### config.mk
export PLATFORM = sky130hd
export DESIGN_NAME = branch_history_table_flat
export DESIGN_NICKNAME = d
export VERILOG_FILES = /design/src/rtl/branch_history_table_pkg.sv /design/src/rtl/branch_history_table_if.sv /design/src/rtl/branch_history_table_sat_counter.sv /design/src/rtl/branch_history_table.sv /design/src/flat_wrapper.sv
export SDC_FILE = /design/constraint.sdc
export NUM_CORES = 1
export LEC_CHECK = 0
export ABC_CLOCK_PERIOD_IN_PS = 2700
export CORE_ASPECT_RATIO = 0.8
export CORE_MARGIN = 5
export CORE_UTILIZATION = 50
export DETAILED_ROUTE_END_ITERATION = 10
export MAX_ROUTING_LAYER = met4
export PLACE_DENSITY = 0.7
export REMOVE_ABC_BUFFERS = 1
export SYNTH_ARGS = -nofsm -noshare
export SYNTH_HDL_FRONTEND = slang
export SYNTH_HIERARCHICAL = 1
export SYNTH_SLANG_ARGS = --single-unit
### constraint.sdc
create_clock -name clk -period 2.7 [get_ports clk]
set_input_delay 0.675 -clock clk [delete_from_list [all_inputs] [get_ports clk]]
set_output_delay 0.675 -clock clk [all_outputs]
set_load 0.05 [all_outputs]
### src/rtl/branch_history_table_pkg.sv
// Shared predictor definitions: forcer encodings, prediction constants and
// sizing helpers used by the branch history table and its interface.
package branch_history_table_pkg;

    typedef enum logic [1:0] {
        FORCE_NT     = 2'b00,
        FORCE_TBL_LO = 2'b01,
        FORCE_TBL_HI = 2'b10,
        FORCE_T      = 2'b11
    } force_e;

    localparam logic HIT  = 1'b1;
    localparam logic MISS = 1'b0;

    // Weakly-not-taken starting value: one below the taken threshold.
    function automatic int unsigned ctr_init(input int unsigned ctr_bits);
        return (32'd1 << (ctr_bits - 1)) - 32'd1;
    endfunction

    function automatic int unsigned ghr_width(input int unsigned ghr_bits);
        return (ghr_bits == 0) ? 1 : ghr_bits;
    endfunction

endpackage

### src/rtl/branch_history_table_if.sv
// Fetch-side prediction and execute-side resolution signals of the branch
// history table; master is the pipeline, slave is the predictor.
interface branch_history_table_if
    import branch_history_table_pkg::*;
#(
    parameter int unsigned INDEX_BITS = 6,
    parameter int unsigned GHR_BITS   = 0
);
    localparam int unsigned GW = ghr_width(GHR_BITS);

    logic [31:0]           pred_pc;
    logic [1:0]            forcer;
    logic                  pred_taken;
    logic [INDEX_BITS-1:0] pred_index;
    logic                  upd_valid;
    logic [INDEX_BITS-1:0] upd_index;
    logic                  upd_taken;
    logic [GW-1:0]         ghr_out;

    modport master (
        output pred_pc, forcer, upd_valid, upd_index, upd_taken,
        input  pred_taken, pred_index, ghr_out
    );

    modport slave (
        input  pred_pc, forcer, upd_valid, upd_index, upd_taken,
        output pred_taken, pred_index, ghr_out
    );

endinterface

### src/rtl/branch_history_table_sat_counter.sv
// One saturating up/down counter of the prediction table; resets to the
// weakly-not-taken value and never wraps.
module branch_history_table_sat_counter
    import branch_history_table_pkg::*;
#(
    parameter int unsigned CTR_BITS = 2
) (
    input  logic                clk,
    input  logic                rst,
    input  logic                inc,
    input  logic                dec,
    output logic [CTR_BITS-1:0] ctr
);
    localparam logic [CTR_BITS-1:0] INIT = CTR_BITS'(ctr_init(CTR_BITS));
    localparam logic [CTR_BITS-1:0] MAX  = '1;

    always_ff @(posedge clk) begin
        if (rst) begin
            ctr <= INIT;
        end else if (inc && (ctr != MAX)) begin
            ctr <= ctr + 1'b1;
        end else if (dec && (ctr != '0)) begin
            ctr <= ctr - 1'b1;
        end
    end

endmodule

### src/rtl/branch_history_table.sv
// Per-PC branch predictor: table of saturating counters indexed by the fetch
// PC, optionally XOR-hashed with non-speculative global history (gshare).
module branch_history_table
    import branch_history_table_pkg::*;
#(
    parameter int unsigned CTR_BITS   = 2,
    parameter int unsigned INDEX_BITS = 6,
    parameter int unsigned GHR_BITS   = 0,
    parameter int unsigned PC_LSB     = 2
) (
    input  logic                   clk,
    input  logic                   rst,
    branch_history_table_if.slave  bus
);
    localparam int unsigned DEPTH = 1 << INDEX_BITS;
    localparam int unsigned GW    = ghr_width(GHR_BITS);

    logic [CTR_BITS-1:0]   ctr [DEPTH];
    logic [GW-1:0]         ghr;
    logic [INDEX_BITS-1:0] raw_index;
    logic [INDEX_BITS-1:0] index;
    logic [CTR_BITS-1:0]   ctr_sel;
    logic                  table_taken;
    logic                  unused_pc;

    // Only the indexing slice of the PC matters; the rest is folded away.
    assign unused_pc = ^bus.pred_pc;

    assign raw_index = bus.pred_pc[PC_LSB +: INDEX_BITS];
    assign index     = raw_index ^ INDEX_BITS'(ghr);

    for (genvar i = 0; i < DEPTH; i++) begin : g_entry
        logic hit;
        assign hit = bus.upd_valid && (bus.upd_index == INDEX_BITS'(i));

        branch_history_table_sat_counter #(
            .CTR_BITS(CTR_BITS)
        ) u_ctr (
            .clk (clk),
            .rst (rst),
            .inc (hit && bus.upd_taken),
            .dec (hit && !bus.upd_taken),
            .ctr (ctr[i])
        );
    end

    // History shifts in resolved outcomes only, so it never needs repair.
    if (GHR_BITS == 0) begin : g_bimodal
        assign ghr = '0;
    end else if (GHR_BITS == 1) begin : g_ghr1
        always_ff @(posedge clk) begin
            if (rst) begin
                ghr <= '0;
            end else if (bus.upd_valid) begin
                ghr <= bus.upd_taken;
            end
        end
    end else begin : g_ghrn
        always_ff @(posedge clk) begin
            if (rst) begin
                ghr <= '0;
            end else if (bus.upd_valid) begin
                ghr <= {ghr[GHR_BITS-2:0], bus.upd_taken};
            end
        end
    end

    assign ctr_sel     = ctr[index];
    assign table_taken = ctr_sel[CTR_BITS-1];

    always_comb begin
        bus.pred_taken = table_taken;
        case (force_e'(bus.forcer))
            FORCE_NT: bus.pred_taken = MISS;
            FORCE_T:  bus.pred_taken = HIT;
            default:  bus.pred_taken = table_taken;
        endcase
    end

    assign bus.pred_index = index;
    assign bus.ghr_out    = ghr;

endmodule

### src/flat_wrapper.sv
// flat-port wrapper written by rule: the top's interface ports become plain ports
module branch_history_table_flat import branch_history_table_pkg::*;
#(
    parameter int unsigned CTR_BITS   = 2,
    parameter int unsigned INDEX_BITS = 6,
    parameter int unsigned GHR_BITS   = 0,
    parameter int unsigned PC_LSB     = 2
)
  (clk, rst, bus_pred_pc, bus_forcer, bus_upd_valid, bus_upd_index, bus_upd_taken, bus_pred_taken, bus_pred_index, bus_ghr_out);
  branch_history_table_if #(.INDEX_BITS(INDEX_BITS), .GHR_BITS(GHR_BITS)) bus_i ();
  input  logic clk;
  input  logic rst;
  input wire logic [$bits(bus_i.pred_pc)-1:0] bus_pred_pc;
  input wire logic [$bits(bus_i.forcer)-1:0] bus_forcer;
  input wire logic [$bits(bus_i.upd_valid)-1:0] bus_upd_valid;
  input wire logic [$bits(bus_i.upd_index)-1:0] bus_upd_index;
  input wire logic [$bits(bus_i.upd_taken)-1:0] bus_upd_taken;
  output wire logic [$bits(bus_i.pred_taken)-1:0] bus_pred_taken;
  output wire logic [$bits(bus_i.pred_index)-1:0] bus_pred_index;
  output wire logic [$bits(bus_i.ghr_out)-1:0] bus_ghr_out;
  assign bus_i.pred_pc = bus_pred_pc;
  assign bus_i.forcer = bus_forcer;
  assign bus_i.upd_valid = bus_upd_valid;
  assign bus_i.upd_index = bus_upd_index;
  assign bus_i.upd_taken = bus_upd_taken;
  assign bus_pred_taken = bus_i.pred_taken;
  assign bus_pred_index = bus_i.pred_index;
  assign bus_ghr_out = bus_i.ghr_out;
  branch_history_table #(.CTR_BITS(CTR_BITS), .INDEX_BITS(INDEX_BITS), .GHR_BITS(GHR_BITS), .PC_LSB(PC_LSB)) u_core (.clk(clk), .rst(rst), .bus(bus_i));
endmodule
==> impl_metrics.toml, run 1 <==
[run_status]
outcome = "finished with violations"
violations = "setup timing"

[cts]
cts_root_buf = "clkbuf_16"
worstSkewPairLatency_ns = 0.43
cts_tree = "yes"
clock_sinks = 128
clock_path_buffers = 2
numCtsBuffers = 17
clk_pin_slew_ns = 0.05
ctsHoldBuffers = 0
htreeDepth = 4

[worst_setup_path]
r2r_slack_ns = 1.79
crit_type = "primary input to primary output"
path_max_fanout = 7
start_kind = "primary input"
worst_r2r_path_depth = 3
setup.worst_path.end_class = "primary output"
required_ns = 2.03
cp.arrival_ns = 2.20
worstReg2RegStart = "u_core/g_entry[18].u_ctr/ctr[1]"
r2r_end = "u_core/g_entry[18].u_ctr/ctr[0]"

[synthesis]
ys_seq_area_frac = 0.354
synth_top_area_share = 0.354
synthCells = 943
synthArstFlopShare = 0
syn_avg_cell_area_um2 = 7.67
synth_warnings = 6
yosysTopAreaCell = "dfxtp_1"
synth_flop_cell = "dfxtp_1"
ys_types = 36
synthTopCellsByArea = "dfxtp_1, nand2b_1, nor2_1, a21oi_1, nor3_2"
syn_area_um2 = 7230
ys_ff_latch = 128
synth_edf_count = 0
synth_most_common_cell = "nor2_1"
synthTopCellsByCount = "nor2_1, nand2b_1, a21oi_1"

[power_and_ir_drop]
ir_drop_uv = 588
p_per_area_nw_per_um2 = 528
power.leakage_nw = 2.81
p_total_mw = 4.63

[floorplan]
die_width_um = 144
ios = 52
start_util = 0.507
core_um2 = 14200
rows = 39
dieArea_um2 = 17000
die_y_um = 118

[placed_design]
gp_congestion = 0.816
dp.cells = 1170
dp_hpwl_mm = 12.7
preCtsSetupSlack_ns = -0.851
placed_area_um2 = 7980
port_buffers = 24

[cells_and_area]
fillers = 1235
biggestRegsByFlops = "u_core/g_entry.u_ctr/ctr (128)"
largest_register_ffs = 128
n_antenna_cell = 0
layout-drive-gt1-share = 0.184
top_register = "u_core/g_entry.u_ctr/ctr"
layout.nets = 1056
final_cell_count_no_fill = 1207
area_growth_pct = 21.4
postLayoutCellArea_um2 = 8780

[timing]
hold_ws_ns = 0.461
rsz0062_at_grt = "true"
fin_crit_ns = 2.87
maxSlewViolCount = 0
fin_worst_skew_ns = 0.00470
final-setup-viol-count = 1
hold_violations = 0
finalWorstSetupSlack_ns = -0.174
finalCritPeriodShare = 1.06
fmax_ghz = 0.348

[grt]
grt_overflow = 0
use_met1 = 0.326
use_met3 = 0.0573
grt_max_degree = 45
grt_pass1_wl_mm = 30.7
top_usage_layer = "met2"
grt.total_usage = 0.235
grt_util_met2 = 0.333
antenna_found_initial = 0
grt_pass1_vias = 6123

[hold_path]
min_to = "u_core/g_entry[30].u_ctr/ctr[0]"
holdCritStartpoint = "u_core/g_entry[30].u_ctr/ctr[0]"
min_path_type = "flop to flop"
worstHoldPathCells = 1

[routing]
drc_errors = 0
drt_iter0_markers = 659
drt_first_pass_iters = 7
finalWirelength_mm = 19.2
via_count = 6753
wl_per_cell_um = 15.9
postRouteAntennaNets = 0
vias_per_cell = 5.59

[run]
max-cap-violations = 0
==> what timing repair did <==
action                                  4_1_cts  5_1_grt
gates resized for setup                      36       26
endpoints found under the setup margin        1        1
setup buffers                                 3        6
pin swaps                                     8        8
==> cells in the final DEF, fill, tap and decap left out, drive strengths merged, types with 3 or more instances in the layout <==
master and count:
nand3 11, nand2 14, a31oi 64, nand2b 130
mux2 4, mux2i 4, nor3 65, a21oi 129
inv 64, buf 58, mux4 12, dfxtp 128
nor2b 12, clkdlybuf4s50 11, o21ai 65, nor2 201
o22ai 3, clkbuf 28
==> metal layers <==
metal / share of wire / vias up
met2: 0.44 / 207
met3: 0.067 / 40
met4: 0.023 / 0
li1: - / 3406
met5: 0 / -
met1: 0.47 / 3100
==> per-stage QoR <==
stage | setup TNS, ns | util
after global placement | -0.815 | 0.560
after detailed placement | -0.851 | 0.560
after global routing | -0.218 | 0.616
after CTS | -0.225 | 0.609
after floorplan | -0.565 | -
final | -0.174 | 0.616
==> cell type report <==
class,count,area [µm²],share of cell area
inverter,64,240,0.0274
tap,184,230,0.0262
clock buffer,27,543,0.0619
timing repair buffer,71,764,0.0871
clock inverter,4,70.1,0.00798
multi-input combinational,729,4360,0.496
sequential,128,2570,0.293
==> critical path: stages <==
cell and delay [ns]:
buf_12 0.12, buf_12 0.13, buf_12 0.12, mux2i_1 0.11
o221ai_1 0.19, a21oi_1 0.09, a22o_1 0.26, a221oi_4 0.31
buf_12 0.18
==> logic make-up (layout without fill, tap and decap cells) <==
family / count (synthesis) / in the layout / share of synthesized area
AOI/OAI and AO/OA: 268 / 268 / 0.201
other: 1 / 1 / 0.000519
muxes: 20 / 20 / 0.0507
and+or+nand+nor: 439 / 439 / 0.338
buffers and inverters: 86 / 166 / 0.0535
DFF: 128 / 128 / 0.354
adders and majority gates: 1 / 1 / 0.00173
==> worst max path at each step <==
stage / from / to / slack [ns] / cells after the start
2_1_floorplan: bus_pred_pc[4] / bus_pred_taken / -0.56 / 5
4_1_cts: bus_pred_pc[4] / bus_pred_taken / -0.23 / 8
5_1_grt: bus_pred_pc[4] / bus_pred_taken / -0.22 / 9
3_3_place_gp: bus_pred_pc[2] / bus_pred_taken / -0.82 / 8
6_report: bus_pred_pc[4] / bus_pred_taken / -0.17 / 9
3_5_place_dp: bus_pred_pc[2] / bus_pred_taken / -0.85 / 8
==> where the power goes <==
group	internal [mW]	switching (mW)	total, mW
registers	1.90	0.0119	1.91
logic	0.148	0.205	0.353
clock network	1.55	0.819	2.37
(Power assumes the default switching activity.)
==> run 2: changes to the inputs <==
--- a/config.mk
+++ b/config.mk
@@ -6,6 +6,7 @@
 export NUM_CORES = 1
 export LEC_CHECK = 0
 export ABC_CLOCK_PERIOD_IN_PS = 2700
+export CAP_MARGIN = 20
 export CORE_ASPECT_RATIO = 0.8
 export CORE_MARGIN = 5
 export CORE_UTILIZATION = 50
==> results of run 2 <==
The final DEF is identical to that of run 1; final timing and power are the same.
==> run 3: changes to the inputs <==
--- a/config.mk
+++ b/config.mk
@@ -6,7 +6,7 @@
 export NUM_CORES = 1
 export LEC_CHECK = 0
 export ABC_CLOCK_PERIOD_IN_PS = 2700
-export CAP_MARGIN = 20
+export CAP_MARGIN = 10
 export CORE_ASPECT_RATIO = 0.8
 export CORE_MARGIN = 5
 export CORE_UTILIZATION = 50
==> results of run 3 <==
The final DEF is identical to that of run 1; final timing and power are the same.
